==> config.mk <==
export PLATFORM = sky130hd
export DESIGN_NAME = lsu
export DESIGN_NICKNAME = d
export VERILOG_FILES = /design/src/rtl/lsu_pkg.sv /design/src/rtl/lsu_align.sv /design/src/rtl/lsu.sv
export SDC_FILE = /design/constraint.sdc
export NUM_CORES = 1
export LEC_CHECK = 0
export ABC_AREA = 1
export BUFFER_PORTS_ARGS = -buffer_cell sky130_fd_sc_hd__buf_2
export CAP_MARGIN = 20
export CORE_AREA = 2 2 102 104
export CTS_BUF_LIST = sky130_fd_sc_hd__clkbuf_8
export CTS_CLUSTER_DIAMETER = 80
export DETAILED_ROUTE_END_ITERATION = 10
export DIE_AREA = 0 0 104 106
export PLACE_DENSITY = 0.89
export SETUP_SLACK_MARGIN = 0.1
export SYNTH_ARGS = -nofsm -noshare
export SYNTH_HDL_FRONTEND = slang
export SYNTH_SLANG_ARGS = --single-unit
==> constraint.sdc <==
create_clock -name clk -period 2.56 [get_ports clk]
set_clock_uncertainty 0.05 [all_clocks]
set_input_delay 0.256 -clock clk [delete_from_list [all_inputs] [get_ports clk]]
set_output_delay 0.256 -clock clk [all_outputs]
set_load 0.01 [all_outputs]
==> src/rtl/lsu_pkg.sv <==
`default_nettype none
// ============================================================================
// Module      : lsu_pkg
// Description : Shared constants and types for the RV32I load/store unit.
// Revision    : 1.0 - initial release
// ============================================================================
package lsu_pkg;

    localparam int XLEN = 32;

    localparam logic [2:0] F3_B  = 3'b000;
    localparam logic [2:0] F3_H  = 3'b001;
    localparam logic [2:0] F3_W  = 3'b010;
    localparam logic [2:0] F3_BU = 3'b100;
    localparam logic [2:0] F3_HU = 3'b101;

    localparam logic [3:0] BE_B = 4'b0001;
    localparam logic [3:0] BE_H = 4'b0011;
    localparam logic [3:0] BE_W = 4'b1111;

    typedef enum logic [1:0] {
        IDLE = 2'd0,
        WAIT = 2'd1,
        DONE = 2'd2
    } lsu_state_t;

endpackage : lsu_pkg
`default_nettype wire

==> src/rtl/lsu_align.sv <==
`default_nettype none
// ============================================================================
// Module      : lsu_align
// Description : Byte-lane steering for stores, lane select and extension for
//               loads, and the illegal/misaligned request flag.
// Revision    : 1.0 - initial release
// ============================================================================
module lsu_align
    import lsu_pkg::*;
(
    input  logic [2:0]      funct3_i,
    input  logic            we_i,
    input  logic [1:0]      addr_lo_i,
    input  logic [XLEN-1:0] wdata_i,
    input  logic [2:0]      ld_funct3_i,
    input  logic [1:0]      ld_addr_lo_i,
    input  logic [XLEN-1:0] rdata_i,
    output logic [3:0]      be_o,
    output logic [XLEN-1:0] wdata_o,
    output logic [XLEN-1:0] rdata_o,
    output logic            bad_o
);

    logic       w_legal;
    logic       w_misaligned;
    logic [7:0] w_byte;
    logic [15:0] w_half;

    // Issue-side decode: the unsigned variants exist only for loads.
    always_comb begin
        w_legal      = 1'b0;
        w_misaligned = 1'b0;
        be_o         = 4'b0000;
        wdata_o      = wdata_i;
        case (funct3_i)
            F3_B: begin
                w_legal = 1'b1;
                be_o    = BE_B << addr_lo_i;
                wdata_o = {4{wdata_i[7:0]}};
            end
            F3_H: begin
                w_legal      = 1'b1;
                w_misaligned = addr_lo_i[0];
                be_o         = BE_H << addr_lo_i;
                wdata_o      = {2{wdata_i[15:0]}};
            end
            F3_W: begin
                w_legal      = 1'b1;
                w_misaligned = |addr_lo_i;
                be_o         = BE_W;
            end
            F3_BU: begin
                w_legal = !we_i;
                be_o    = BE_B << addr_lo_i;
            end
            F3_HU: begin
                w_legal      = !we_i;
                w_misaligned = addr_lo_i[0];
                be_o         = BE_H << addr_lo_i;
            end
            default: begin
                w_legal = 1'b0;
            end
        endcase
        bad_o = !w_legal || w_misaligned;
    end

    always_comb begin
        case (ld_addr_lo_i)
            2'd0:    w_byte = rdata_i[7:0];
            2'd1:    w_byte = rdata_i[15:8];
            2'd2:    w_byte = rdata_i[23:16];
            default: w_byte = rdata_i[31:24];
        endcase
        w_half = ld_addr_lo_i[1] ? rdata_i[31:16] : rdata_i[15:0];
        case (ld_funct3_i)
            F3_B:    rdata_o = {{24{w_byte[7]}}, w_byte};
            F3_H:    rdata_o = {{16{w_half[15]}}, w_half};
            F3_BU:   rdata_o = {24'd0, w_byte};
            F3_HU:   rdata_o = {16'd0, w_half};
            default: rdata_o = rdata_i;
        endcase
    end

endmodule : lsu_align
`default_nettype wire

==> src/rtl/lsu.sv <==
`default_nettype none
// ============================================================================
// Module      : lsu
// Description : RV32I load/store unit - request/ack bus FSM with timeout,
//               registered bus and response outputs, core stall.
// Revision    : 1.0 - initial release
// ============================================================================
module lsu
    import lsu_pkg::*;
#(
    parameter int WIDTH   = 32,
    parameter int TIMEOUT = 16
) (
    input  logic             clk,
    input  logic             rst,
    input  logic             req_valid,
    input  logic             req_we,
    input  logic [2:0]       req_funct3,
    input  logic [WIDTH-1:0] req_addr,
    input  logic [WIDTH-1:0] req_wdata,
    output logic             stall,
    output logic             resp_valid,
    output logic [WIDTH-1:0] resp_rdata,
    output logic             resp_err,
    output logic             mem_req,
    output logic             mem_we,
    output logic [3:0]       mem_be,
    output logic [WIDTH-1:0] mem_addr,
    output logic [WIDTH-1:0] mem_wdata,
    input  logic [WIDTH-1:0] mem_rdata,
    input  logic             mem_ack
);

    localparam logic [7:0] CNT_LAST = 8'(TIMEOUT - 1);

    lsu_state_t       state_q, state_d;
    logic [7:0]       cnt_q, cnt_d;
    logic             mem_req_q, mem_req_d;
    logic             mem_we_q, mem_we_d;
    logic [3:0]       mem_be_q, mem_be_d;
    logic [WIDTH-1:0] mem_addr_q, mem_addr_d;
    logic [WIDTH-1:0] mem_wdata_q, mem_wdata_d;
    logic             resp_valid_q, resp_valid_d;
    logic [WIDTH-1:0] resp_rdata_q, resp_rdata_d;
    logic             resp_err_q, resp_err_d;
    logic [2:0]       f3_q, f3_d;
    logic [1:0]       alo_q, alo_d;

    logic [3:0]       w_be;
    logic [WIDTH-1:0] w_wdata;
    logic [WIDTH-1:0] w_rdata;
    logic             w_bad;

    // Load extraction uses the latched funct3/lane so the result does not
    // depend on the core keeping the request stable.
    lsu_align u_align (
        .funct3_i     (req_funct3),
        .we_i         (req_we),
        .addr_lo_i    (req_addr[1:0]),
        .wdata_i      (req_wdata),
        .ld_funct3_i  (f3_q),
        .ld_addr_lo_i (alo_q),
        .rdata_i      (mem_rdata),
        .be_o         (w_be),
        .wdata_o      (w_wdata),
        .rdata_o      (w_rdata),
        .bad_o        (w_bad)
    );

    always_ff @(posedge clk) begin
        if (rst) begin
            state_q      <= IDLE;
            cnt_q        <= 8'd0;
            mem_req_q    <= 1'b0;
            mem_we_q     <= 1'b0;
            mem_be_q     <= 4'b0000;
            mem_addr_q   <= '0;
            mem_wdata_q  <= '0;
            resp_valid_q <= 1'b0;
            resp_rdata_q <= '0;
            resp_err_q   <= 1'b0;
            f3_q         <= 3'd0;
            alo_q        <= 2'd0;
        end else begin
            state_q      <= state_d;
            cnt_q        <= cnt_d;
            mem_req_q    <= mem_req_d;
            mem_we_q     <= mem_we_d;
            mem_be_q     <= mem_be_d;
            mem_addr_q   <= mem_addr_d;
            mem_wdata_q  <= mem_wdata_d;
            resp_valid_q <= resp_valid_d;
            resp_rdata_q <= resp_rdata_d;
            resp_err_q   <= resp_err_d;
            f3_q         <= f3_d;
            alo_q        <= alo_d;
        end
    end

    always_comb begin
        state_d      = state_q;
        cnt_d        = cnt_q;
        mem_req_d    = mem_req_q;
        mem_we_d     = mem_we_q;
        mem_be_d     = mem_be_q;
        mem_addr_d   = mem_addr_q;
        mem_wdata_d  = mem_wdata_q;
        resp_valid_d = 1'b0;
        resp_rdata_d = '0;
        resp_err_d   = 1'b0;
        f3_d         = f3_q;
        alo_d        = alo_q;
        case (state_q)
            IDLE: begin
                if (req_valid) begin
                    if (w_bad) begin
                        state_d      = DONE;
                        resp_valid_d = 1'b1;
                        resp_err_d   = 1'b1;
                    end else begin
                        state_d     = WAIT;
                        cnt_d       = 8'd0;
                        mem_req_d   = 1'b1;
                        mem_we_d    = req_we;
                        mem_be_d    = w_be;
                        mem_addr_d  = {req_addr[WIDTH-1:2], 2'b00};
                        mem_wdata_d = w_wdata;
                        f3_d        = req_funct3;
                        alo_d       = req_addr[1:0];
                    end
                end
            end
            WAIT: begin
                if (mem_ack) begin
                    state_d      = DONE;
                    mem_req_d    = 1'b0;
                    resp_valid_d = 1'b1;
                    resp_rdata_d = mem_we_q ? '0 : w_rdata;
                end else begin
                    cnt_d = cnt_q + 8'd1;
                    // The current cycle is the TIMEOUT-th WAIT cycle.
                    if (cnt_q == CNT_LAST) begin
                        state_d      = DONE;
                        mem_req_d    = 1'b0;
                        resp_valid_d = 1'b1;
                        resp_err_d   = 1'b1;
                    end
                end
            end
            DONE: begin
                state_d = IDLE;
            end
            default: begin
                state_d = IDLE;
            end
        endcase
    end

    assign stall      = req_valid && !resp_valid_q;
    assign resp_valid = resp_valid_q;
    assign resp_rdata = resp_rdata_q;
    assign resp_err   = resp_err_q;
    assign mem_req    = mem_req_q;
    assign mem_we     = mem_we_q;
    assign mem_be     = mem_be_q;
    assign mem_addr   = mem_addr_q;
    assign mem_wdata  = mem_wdata_q;

endmodule : lsu
`default_nettype wire

==> results of run 1 <==
## power groups by stage
stage	Sequential [W]	Clock, W	Combinational, W
2_1_floorplan	0.00209	0	0.000487
3_3_place_gp	0.00205	0	0.000795
3_5_place_dp	0.00205	0	0.000810
4_1_cts	0.00201	0.00199	0.000814
5_1_grt	0.00203	0.00208	0.000920
6_report	0.00201	0.00196	0.000814
## worst max-delay path: stages (launching register included)
cell,delay (ns)
dfxtp_1,0.62
inv_1,0.34
nand3_1,0.21
o2111ai_1,0.11
buf_4,0.23
o211ai_1,0.11
nand2_1,0.07
inv_1,0.05
## state kept, by name (all words and copies together) (netlist names), 2 cells and up
name	flops
mem_wdata	32
resp_rdata	32
mem_addr	30
cnt_q	8
mem_be	4
f3_q	3
alo_q	2
state_q	2
## path summary, 6_finish.rpt
path | start | to | slack (ns) | depth (start not counted)
worst max register to register | alo_q[1] | resp_rdata[23] | 0.71 | 7
worst min-delay path | mem_rdata[6] | resp_rdata[6] | 0.03 | 3
worst max-delay path | alo_q[1] | resp_rdata[23] | 0.71 | 7
worst min register to register | mem_req | mem_req | 0.41 | 2
## kinds of logic after synthesis
| group | Yosys count | synth area share [%] |
|---|---|---|
| and+or+nand+nor | 367 | 28.9 |
| DFF | 117 | 44.8 |
| AOI/OAI and AO/OA | 149 | 15.5 |
| adders and majority gates | 1 | 0.239 |
| buffers and inverters | 123 | 10.5 |
| other | 1 | 0.0717 |
## metal layers
| layer | up-vias | routed length (µm) | global-route usage, % |
|---|---|---|---|
| li1 | 2806 | - | - |
| met1 | 2371 | 5860 | 31.2 |
| met2 | 254 | 6710 | 42.8 |
| met3 | 38 | 1090 | 7.05 |
| met4 | 0 | 453 | 12.1 |
| met5 | - | 0 | 0 |
## final cells by class
cell class	count	share of cell area, %
Clock buffer	17	3.48
Multi-Input combinational cell	519	34.8
Inverter	80	4.50
Sequential cell	117	34.8
Clock inverter	14	3.35
Tap cell	136	2.53
Timing Repair Buffer	214	16.6
## per-stage QoR
step	std cells	hold WS (ns)	setup WS, ns
6_report	1097	0.0289	0.709
5_1_grt	1097	0.00419	0.530
4_1_cts	1097	0.00685	0.709
3_5_place_dp	1066	0.406	0.458
3_3_place_gp	1066	0.407	0.562
2_1_floorplan	759	0.340	1.07
## cells in the final DEF, fill, tap and decap left out, types with 2 or more instances in the layout
cell type,count
a211oi_1,7
a21oi_1,24
a22oi_1,7
a31oi_1,2
buf_12,2
buf_2,206
buf_4,6
bufinv_16,5
clkbuf_8,17
clkinv_1,4
clkinv_4,4
conb_1,2
dfxtp_1,117
inv_1,74
inv_6,4
nand2_1,124
nand2_2,2
nand3_1,57
nand3_2,3
nand4_1,8
nor2_1,168
o2111ai_1,2
o211ai_1,5
o21ai_0,88
o21ai_1,12
o21bai_1,2
==> results.json, run 1 <==
{
  "synth_ff_type": "dfxtp_1",
  "cts_made_buffers": 17,
  "track_usage_pct": 25.8,
  "crit_type": "reg -> reg",
  "start_kind": "flip-flop",
  "status": "finished clean",
  "drt-total-wl_um": 14100,
  "ios": 209,
  "cts_sinks": 117,
  "powerDensity_nw_per_um2": 711,
  "critPathArrivalTime_ns": 2.16,
  "dieArea_um2": 11000,
  "cp.required_ns": 2.87,
  "rows": 37,
  "period_minus_slack_ns": 1.85,
  "start_util_pct": 52.3,
  "final_util_pct": 67.3,
  "drt_iter0_markers": 302,
  "htreeDepth": 4,
  "die-width_um": 104,
  "overflow": 0,
  "regArea_um2": 2340,
  "wire_per_inst_um": 12.9,
  "synth.largest_area_cell": "dfxtp_1",
  "power_switching_w": 0.00137,
  "final_nets": 1054,
  "multi_input_area_um2": 2340,
  "insertion_delay_ns": 0.42,
  "holdBufCountCts": 0,
  "synth_seq_cells": 117,
  "firstDrtPassIters": 5,
  "antenna_cells": 0,
  "setup_viol": 0,
  "n_fill_cell": 877,
  "syn_area_per_cell_um2": 6.90,
  "cp_max_fo": 24,
  "io_buffers": 206,
  "cap_viol_max_count": 0,
  "post-route-drc-count": 0,
  "max_slew_margin_pct": 66.1,
  "synth_warnings": 0,
  "p_sw_share_pct": 28.6,
  "gp_congestion": 0.906,
  "synthesis.area_um2": 5230,
  "vias": 5469,
  "final_area_um2": 6730,
  "max_freq_mhz": 540,
  "total_power_w": 0.00479,
  "grt_max_degree": 65,
  "placed_area_um2": 6270,
  "p_int_w": 0.00342,
  "drv_slew": 0,
  "post_cts_buffers": 0,
  "p_seq_share_pct": 42.0,
  "pwr-share-comb_pct": 17.0,
  "drive_above_1_share_pct": 26.5,
  "vdd_drop_max_mv": 0.430,
  "root_buffer": "clkbuf_8",
  "cts_tree": "yes",
  "period_share_pct": 72.3,
  "p_clk_share_pct": 41.0,
  "grt_pass1_wl_um": 22900,
  "rsz0062_at_grt": "false",
  "path_clk_slew_ns": 0.07,
  "clk_path_buf_depth": 2,
  "finalHoldViolCount": 0,
  "synth_seq_area_share_pct": 44.8,
  "syn_inst": 758,
  "die_h_um": 106,
  "synth_edf_count": 0,
  "tns_ns": 0,
  "core_um2": 10000,
  "post-dp-hpwl_um": 10200,
  "synth_top_area_share_pct": 44.8,
  "yosys-top-cells-count": "nor2_1 (168), nand2_1 (124), dfxtp_1 (117), o21ai_0 (88), inv_1 (75)",
  "ant_nets": 0,
  "antenna_found_initial": 0,
  "yosysMostFrequentCell": "nor2_1",
  "cts_resized": 0,
  "endpoint_kind": "flip-flop",
  "synth_area_leaders": "dfxtp_1 (45%), nor2_1 (12%), nand2_1 (8.9%)",
  "vias_per_cell": 4.99,
  "grt_pass1_vias": 4949,
  "cellLeakagePower_nw": 3.51,
  "synth_cell_types": 33,
  "area_growth_pct": 28.7,
  "min_path_type": "in -> reg",
  "async_flop_share_pct": 0,
  "tightestPinTransition_ns": 0.508
}
Note: power is estimated with default switching activity, not from simulation.
==> run 2, diff against run 1 <==
--- a/config.mk
+++ b/config.mk
@@ -8,12 +8,12 @@
 export ABC_AREA = 1
 export BUFFER_PORTS_ARGS = -buffer_cell sky130_fd_sc_hd__buf_2
 export CAP_MARGIN = 20
-export CORE_AREA = 2 2 102 104
+export CORE_AREA = 2 2 111 113
 export CTS_BUF_LIST = sky130_fd_sc_hd__clkbuf_8
 export CTS_CLUSTER_DIAMETER = 80
 export DETAILED_ROUTE_END_ITERATION = 10
-export DIE_AREA = 0 0 104 106
-export PLACE_DENSITY = 0.89
+export DIE_AREA = 0 0 113 115
+export PLACE_DENSITY = 0.8
 export SETUP_SLACK_MARGIN = 0.1
 export SYNTH_ARGS = -nofsm -noshare
 export SYNTH_HDL_FRONTEND = slang
==> constraint.sdc (replaced) <==
create_clock -name clk -period 1.6 [get_ports clk]
set_clock_uncertainty 0.05 [all_clocks]
set_input_delay 0.16 -clock clk [delete_from_list [all_inputs] [get_ports clk]]
set_output_delay 0.16 -clock clk [all_outputs]
set_load 0.01 [all_outputs]
==> run 2 against run 1 <==
  * The flow now finishes with violations (design-rule violations)
  * Flip-flop and latch count unchanged
  * Worst setup slack got worse by 0.55 ns
  * Sequential share of layout area decreased by 4.2 points
  * First-iteration DRC count increased by 27%
  * Clock-buffer cell count unchanged
  * Final cell count increased by 9.7%
  * Sequential power increased by 60%
  * Critical endpoint is now mem_be[1]
  * Highest routed layer unchanged
==> results.json, run 2 (same netlist as run 1, synthesis figures left out) <==
{
  "status": "complete, but fails checks",
  "violations": "design-rule violations",
  "cts_made_buffers": 17,
  "cp_num_buf_inv": 5,
  "insertion_delay_ns": 0.42,
  "drive_above_1_share_pct": 27.5,
  "met1_usage_pct": 27.1,
  "cp_max_fo": 11,
  "min_path_type": "in -> reg",
  "p_seq_share_pct": 42.3,
  "n_fill_cell": 1031,
  "crit_path_cell_trace": "dlygate4sd3_1 -> buf_2 -> inv_1 -> nor2_2 -> nand2_4 -> inv_4 -> buf_4 -> nand2_1 -> a21oi_1",
  "grt_max_degree": 46,
  "max_freq_mhz": 692,
  "grt-busiest-layer": "met2",
  "rsz0062_at_grt": "true",
  "vias": 5948,
  "power_switching_w": 0.00215,
  "grtUsageMet2_pct": 44.7,
  "vdd_drop_max_mv": 0.576,
  "period_share_pct": 90.3,
  "final_cell_mix": "buf_2 (206), nor2_1 (167), nand2_1 (124), dfxtp_1 (114), o21ai_0 (86)",
  "wire_per_inst_um": 13.6,
  "period_minus_slack_ns": 1.44,
  "critical_path.max_stage_delay_ns": 0.54,
  "grt_pass1_wl_um": 25900,
  "drt_iter0_markers": 385,
  "cpLargestDelayFamily": "buffers and inverters",
  "core_um2": 11800,
  "vias_per_cell": 4.94,
  "rows": 40,
  "start_kind": "input port",
  "firstDrtPassIters": 9,
  "drt-total-wl_um": 16300,
  "gp_congestion": 0.820,
  "post-dp-hpwl_um": 10700,
  "path_clk_slew_ns": 0.07,
  "clk_path_buf_depth": 2,
  "p_int_w": 0.00546,
  "max_slew_margin_pct": 61.7,
  "dieArea_um2": 13000,
  "r2r_setup_slack_ns": 0.22,
  "ant_nets": 0,
  "tns_ns": 0,
  "cap_viol_max_count": 0,
  "ios": 209,
  "pwr-share-comb_pct": 20.8,
  "area_growth_pct": 46.8,
  "endpoint_kind": "flip-flop",
  "regArea_um2": 2350,
  "layout_commonest_cell": "buf_2",
  "critPathArrivalTime_ns": 1.75,
  "tightestPinTransition_ns": 0.570,
  "grt_pass1_vias": 5685,
  "final_nets": 1148,
  "pre_cts_slack_ns": 0.0254,
  "post-route-drc-count": 14,
  "cts_tree": "yes",
  "cpMaxStageDelayCell": "dlygate4sd3_1",
  "cp.required_ns": 1.90,
  "total_power_w": 0.00761,
  "overflow": 0,
  "setup_viol": 0,
  "die-width_um": 113,
  "multi_input_area_um2": 2380,
  "setup_ws_ns": 0.156,
  "cts_sinks": 117,
  "root_buffer": "clkbuf_8",
  "io_buffers": 206,
  "track_usage_pct": 24.9,
  "antenna_found_initial": 1,
  "p_sw_share_pct": 28.3,
  "p_clk_share_pct": 37.0,
  "use_met3_pct": 7.33,
  "finalHoldViolCount": 0,
  "htreeDepth": 4,
  "cellLeakagePower_nw": 3.94,
  "crit_type": "in -> reg",
  "powerDensity_nw_per_um2": 991,
  "start_util_pct": 44.3,
  "drv_slew": 0,
  "die_h_um": 115
}
## run 2: final timing paths
check | startpoint | end | cells past startpoint
max | req_valid | mem_be[1] | 9
min | mem_rdata[11] | resp_rdata[11] | 3
max reg2reg | state_q[1] | mem_be[1] | 7
min reg2reg | mem_req | mem_req | 2
## run 2: layout make-up
type | instances | share of cell area (%)
Inverter | 80 | 3.94
Sequential cell | 117 | 30.6
Timing Repair Buffer | 308 | 26.8
Clock buffer | 17 | 3.05
Clock inverter | 14 | 2.22
Tap cell | 147 | 2.40
Multi-Input combinational cell | 519 | 31.0
Antenna cell | 1 | 0.0326
## run 2: per-stage QoR
| step | utilization, % | hold WS [ns] | instances | cell area [µm²] |
|---|---|---|---|---|
| after global routing | 65.0 | 0.0343 | 1203 | 7680 |
| after global placement | 55.1 | 0.353 | 1102 | 6510 |
| after floorplan | - | 0.244 | 759 | 5230 |
| final | 65.0 | 0.0377 | 1203 | 7680 |
| after detailed placement | 55.1 | 0.357 | 1102 | 6510 |
| after CTS | 64.4 | 0.000542 | 1201 | 7600 |
## run 2: power groups by stage
stage	registers (W)	logic, W	clock network [W]
global placement	0.00327	0.00137	0
CTS	0.00321	0.00152	0.00286
global route	0.00324	0.00176	0.00298
detailed placement	0.00327	0.00139	0
floorplan	0.00334	0.000779	0
finish	0.00322	0.00158	0.00281
## run 2: tightest hold or removal path, delay by kind of cell
| family | cells | cell delay [ns] |
|---|---|---|
| buf+inv | 1 | 0.09 |
| compound gates | 2 | 0.22 |
## run 2: timing repair
action                                  4_1_cts  5_1_grt
hold buffers                                 68        0
buffers inserted                              0        0
pin swaps                                     0        1
resized for setup                             2       15
endpoints found under the setup margin       19       91
endpoints found under the hold margin        74        0
gates cloned                                  0        1
## run 2: metal layers
layer / vias to the layer above / wire length, µm
li1: 2996 / -
met1: 2653 / 6470
met2: 254 / 8080
met4: 0 / 560
met5: - / 0
met3: 45 / 1220
